File: config.mk
export PLATFORM = sky130hd
export DESIGN_NAME = irq_pending_latch
export DESIGN_NICKNAME = d
export VERILOG_FILES = /design/src/rtl/irq_pending_latch.sv
export SDC_FILE = /design/constraint.sdc
export NUM_CORES = 1
export LEC_CHECK = 0
export CORE_UTILIZATION = 48
export DETAILED_ROUTE_END_ITERATION = 7
export PLACE_DENSITY = 0.83
export RECOVER_POWER = 50
export SYNTH_ARGS = -nofsm -noshare
export SYNTH_HDL_FRONTEND = slang
export SYNTH_SLANG_ARGS = --single-unit
File: constraint.sdc
create_clock -name clk -period 4.5 [get_ports clk]
set_clock_uncertainty 0.2 [all_clocks]
set_input_delay 0.9 -clock clk [delete_from_list [all_inputs] [get_ports clk]]
set_output_delay 0.9 -clock clk [all_outputs]
set_load 0.01 [all_outputs]
File: src/rtl/irq_pending_latch.sv
// Request-capture stage: edge-detects raw request lines into sticky pending bits with per-line overflow.
// Build option IRQ_SYNC_EN inserts a 2-flop synchroniser per line ahead of the edge detector.
module irq_pending_latch #(
  parameter int unsigned N_REQ = 16,
  parameter int unsigned IDX_W = 4
) (
  input  logic             clk,
  input  logic             rst,
  input  logic [N_REQ-1:0] req_in,
  input  logic [N_REQ-1:0] mask,
  input  logic             ack_valid,
  input  logic [IDX_W-1:0] ack_idx,
  input  logic             ovf_clr,
  output logic [N_REQ-1:0] pend,
  output logic             pend_any,
  output logic [N_REQ-1:0] ovf
);

  logic [N_REQ-1:0] s;
  logic [N_REQ-1:0] s_d;
  logic [N_REQ-1:0] edge_det;
  logic [N_REQ-1:0] set_vec;
  logic [N_REQ-1:0] clr_vec;
  logic [N_REQ-1:0] pend_nxt;
  logic [N_REQ-1:0] ovf_nxt;

`ifdef IRQ_SYNC_EN
  logic [N_REQ-1:0] sync1;

  always_ff @(posedge clk or posedge rst) begin
    if (rst) begin
      sync1 <= '0;
      s     <= '0;
    end else begin
      sync1 <= req_in;
      s     <= sync1;
    end
  end
`else
  always_ff @(posedge clk or posedge rst) begin
    if (rst) s <= '0;
    else     s <= req_in;
  end
`endif

  // History resets low, so a line held high through reset produces one edge.
  always_ff @(posedge clk or posedge rst) begin
    if (rst) s_d <= '0;
    else     s_d <= s;
  end

  always_comb begin
    clr_vec  = '0;
    edge_det = s & ~s_d;
    set_vec  = edge_det & ~mask;
    // Only in-range indices can match, so out-of-range acks fall through untouched.
    for (int unsigned i = 0; i < N_REQ; i++) begin
      clr_vec[i] = ack_valid && (ack_idx == IDX_W'(i));
    end
    pend_nxt = (pend & ~clr_vec) | set_vec;
    ovf_nxt  = (ovf_clr ? '0 : ovf) | (set_vec & pend & ~clr_vec);
  end

  always_ff @(posedge clk or posedge rst) begin
    if (rst) begin
      pend     <= '0;
      ovf      <= '0;
      pend_any <= 1'b0;
    end else begin
      pend     <= pend_nxt;
      ovf      <= ovf_nxt;
      pend_any <= |pend_nxt;
    end
  end

endmodule
======== Word-level counts from Yosys, hierarchy flattened ========
Index checks and enable logic that the tools add are counted.
word-level totals
  logic and storage cells ................. 49
  register bits after elaboration ......... 65
  output and inout bits ................... 33
  input port bits ......................... 40
operators by class
  reduce and logical (&&, ||, !) cells .... 18
  bitwise gates (word level) .............. 10
  multiplexer cells ....................... 1
  equal/unequal tests ..................... 15
operator list
  kind                                            count
  bitwise AND 16 bit                              5
  inverter 16 bit                                 3
  == test 4 bit (second input constant)           8
  bitwise OR 16 bit                               2
  == test 4 x 3 -> 1 bit (second input constant)  4
  logical AND 1 bit                               16
  2-to-1 mux 16 bit                               1
  OR reduction 16 bit                             1
  == test 4 x 2 -> 1 bit (second input constant)  2
  == test 4 x 1 -> 1 bit (second input constant)  1
  logical NOT 4 bit                               1

======== Longest topological paths before layout ========
  depth in word-level cells ............... 6
  gate-level depth with buffers ........... 5
  mapped depth without buffers ............ 5

======== Least setup slack after synthesis ========
OpenSTA, ideal clock, no wires.
  path kind ............................... in2reg
  start ................................... in ack_idx[3]
  end ..................................... reg pend_any
  path slack .............................. 2.316 ns
  stages on the path ...................... 5
  data required time ...................... 4.164 ns
  path buffers ............................ 0
  setup time .............................. 0.136 ns
  data arrival time ....................... 1.848 ns
  cell sequence ........................... or3b_4 > o21ai_2 > nand2_2 > nor4_2 > nand3_1
between the ends
  longest elaborated chain between the ends .. 6
  elaborated cells on any way between the ends .. 36
  classes of those cells .................. eq/ne (15); bitwise (3); reduce/logical (18)
RTL lines
  what                    line  text
  start: declaration      12    input logic [IDX_W-1:0] ack_idx,
  == test 4 x 2 -> 1 bit  58    clr_vec[i] = ack_valid && (ack_idx == IDX_W'(i));
  logical AND 1 bit       58
  inverter 16 bit         60    pend_nxt = (pend & ~clr_vec) | set_vec;
  bitwise AND 16 bit      60
  bitwise OR 16 bit       60
  via pend_nxt[3]         24    logic [N_REQ-1:0] pend_nxt;
  OR reduction 16 bit     72    pend_any <= |pend_nxt;
  end signal: assignment  72
  end: declaration        15    output logic pend_any,
The timed path passes the listed nets, and every way through them passes these cells.

==> impl_metrics.toml <==
[status]
status = "finished, violations left"
failed_checks = "capacitance limit, slew limit"

[pwr]
total_leakage_power_nw = 1.34
p_per_area_nw_per_um2 = 432
max-vdd-ir-drop_mv = 0.251

[critical_path]
crit_type = "primary input to asynchronous set/reset pin"
critPathMaxFanout = 50
cp.required_ps = 4820
worst-path-stages = 3
critPathBufInv = 3
crit_slowest_cell = "inv_1"
crit_arrival_ps = 3180
path_cells = "dlygate4sd3_1 > inv_1 > buf_4"
end_kind = "asynchronous set/reset pin"
r2r.worst_path.cells = 5
critPathMaxStageDelay_ps = 1290
startpoint_type = "primary input"
critPathTopFamily = "buffers and inverters"

[clocking]
ctsResizeCount = 0
htreeDepth = 3
cts_setup_buffers = 0
cts_tree = "built"
cts.sinks = 65
cts.clk_slew.worst_paths_ps = 60
clockBufferDepth = 2
cts_hold_buf = 0
cts_made_buffers = 9
clockRootBuffer = "clkbuf_8"
clk_latency_ps = 340

[floorplan]
pin_count = 73
coreArea_um2 = 4410
start_util_pct = 50.8
die_width_um = 70.3
rows = 24
dieArea_um2 = 4950
chipHeight_um = 70.3

[route]
ant_nets = 0
drtIter0Drc = 160
wl_per_cell_um = 16.3
vias = 1616
dr.pass1.iters = 4
wl_um = 5030
drc = 0
vias_per_cell = 5.25

[logic_synthesis]
yosys-top-cells-area = "dfrtp_1 73%, or3b_2 6.3%, o22ai_1 4.5%"
syn-mean-instance-area_um2 = 13.2
ys_ff_latch = 65
syn-num-nets = 210
synth_edf_count = 0
synth_area_leader_cell = "dfrtp_1"
synth_flop_cell = "dfrtp_1"
yosysUniqueCellTypes = 22
ys_seq_area_share_pct = 72.5
syn_area_um2 = 2240
yosys.area.top_type_share_pct = 72.5
synth_cells = 170
async_reset_ff_share_pct = 100
synth_warnings = 0

[hold_path]
holdPathStages = 0
hp-class = "flop to flop"

[cells_and_area]
multi_input_area_um2 = 527
nNetsFinal = 292
drive_above_1_share_pct = 13.7
nFillCells = 321
syn2layout_area_growth_pct = 44.8
regArea_um2 = 1630
antenna_cells = 0

[flow_run]
cap_violations = 1

[sta]
setup_violations = 0
fmax_mhz = 350
rsz0062_at_grt = "no"
fin_tns_setup_ps = 0
min_period_ps = 2860
finalHoldViolations = 0
worstMarginPinSlew_ps = 1820
fin_crit_sh_pct = 63.5
fin_hold_ws_ps = 169
relSlewSlack_pct = -21.2
slew_violations = 51

[place]
routabilityCongestion = 0.794
numPortBuffers = 72
dp_hpwl_um = 3600

[global_routing]
antenna_found_initial = 0
grt.overflow.total = 0
grt_start_max_net_pins = 51
grt_first_pass_wirelength_um = 8020
grt_usage_pct = 22.4
grt_pass1_vias = 1658
## per-layer routing
layer  vias to the layer above  track usage, %  wire length, um
li1                        756               -                -
met1                       775            29.1             2150
met2                        75            34.4             2430
met3                        10            7.36              362
met4                         0            10.0               87
met5                         -               0                0
## worst paths after layout
path	startpoint	end	slack, ps
setup reg to reg	s[12]	pend_any	2600
max in group clk	ack_valid	pend_any	1670
hold / removal	s[9]	s_d[9]	170
hold reg to reg	s[9]	s_d[9]	170
setup / recovery	rst	pend[2]	1640
min in group asynchronous	rst	ovf[11]	1400
## worst reg2reg max path, stage by stage, from the launching register on
cell,delay (ps)
dfrtp_1,400
nor3b_1,160
a211oi_1,340
nand3_1,130
nor4_1,420
nand3_1,140
## cells by family (layout without fill, tap and decap cells)
group	Yosys count	count (layout)	synth area share (%)
AOI/OAI and AO/OA	36	36	9.71
and+or+nand+nor	48	48	14.2
DFF	65	65	72.5
buffers and inverters	21	107	3.52
## where the power goes
group / switching, mW / internal (mW) / total [mW]
Clock: 0.205 / 0.355 / 0.559
Combinational: 0.0860 / 0.103 / 0.189
Sequential: 0.0232 / 0.630 / 0.653
## flip-flops by register name, indices dropped and copies added (netlist names)
register	cells
ovf	16
s_d	16
pend	16
s	16
pend_any	1
## layout by cell type, fill, tap and decap left out, types with 4 or more instances in the layout
cell type and n:
dfrtp_1 65, clkdlybuf4s50_1 52, dlygate4sd3_1 20, inv_1 19
or3b_2 16, o22ai_1 16, o21ai_0 15, nand2_1 13
clkbuf_8 12, nand3_1 4
## synthesized netlist by cell type, types with 4 or more instances
library cell,instances
o21ai_0,13
nand3_1,4
o22ai_1,16
nand2_1,13
dfrtp_1,65
inv_1,19
or3b_2,16
## final cells by class
type                       instances  area share [%]
sequential                        65            50.1
timing repair buffer              73            22.4
multi-input combinational         84            16.2
clock buffer                      13            5.20
inverter                          19            2.20
tap                               52            2.00
clock inverter                     2            1.85
## metrics by stage
stage	power [mW]	instance area, um2	util, %	instances	setup slack, ps
3_5_place_dp	0.860	3030	68.6	293	1460
5_1_grt	1.46	3250	73.6	308	1260
4_1_cts	1.42	3260	73.8	308	1790
6_report	1.40	3250	73.6	308	1640
2_1_floorplan	0.737	2240	-	170	1770
3_3_place_gp	0.852	3030	68.6	293	1530
No activity file was read; power rests on OpenSTA's default activity.
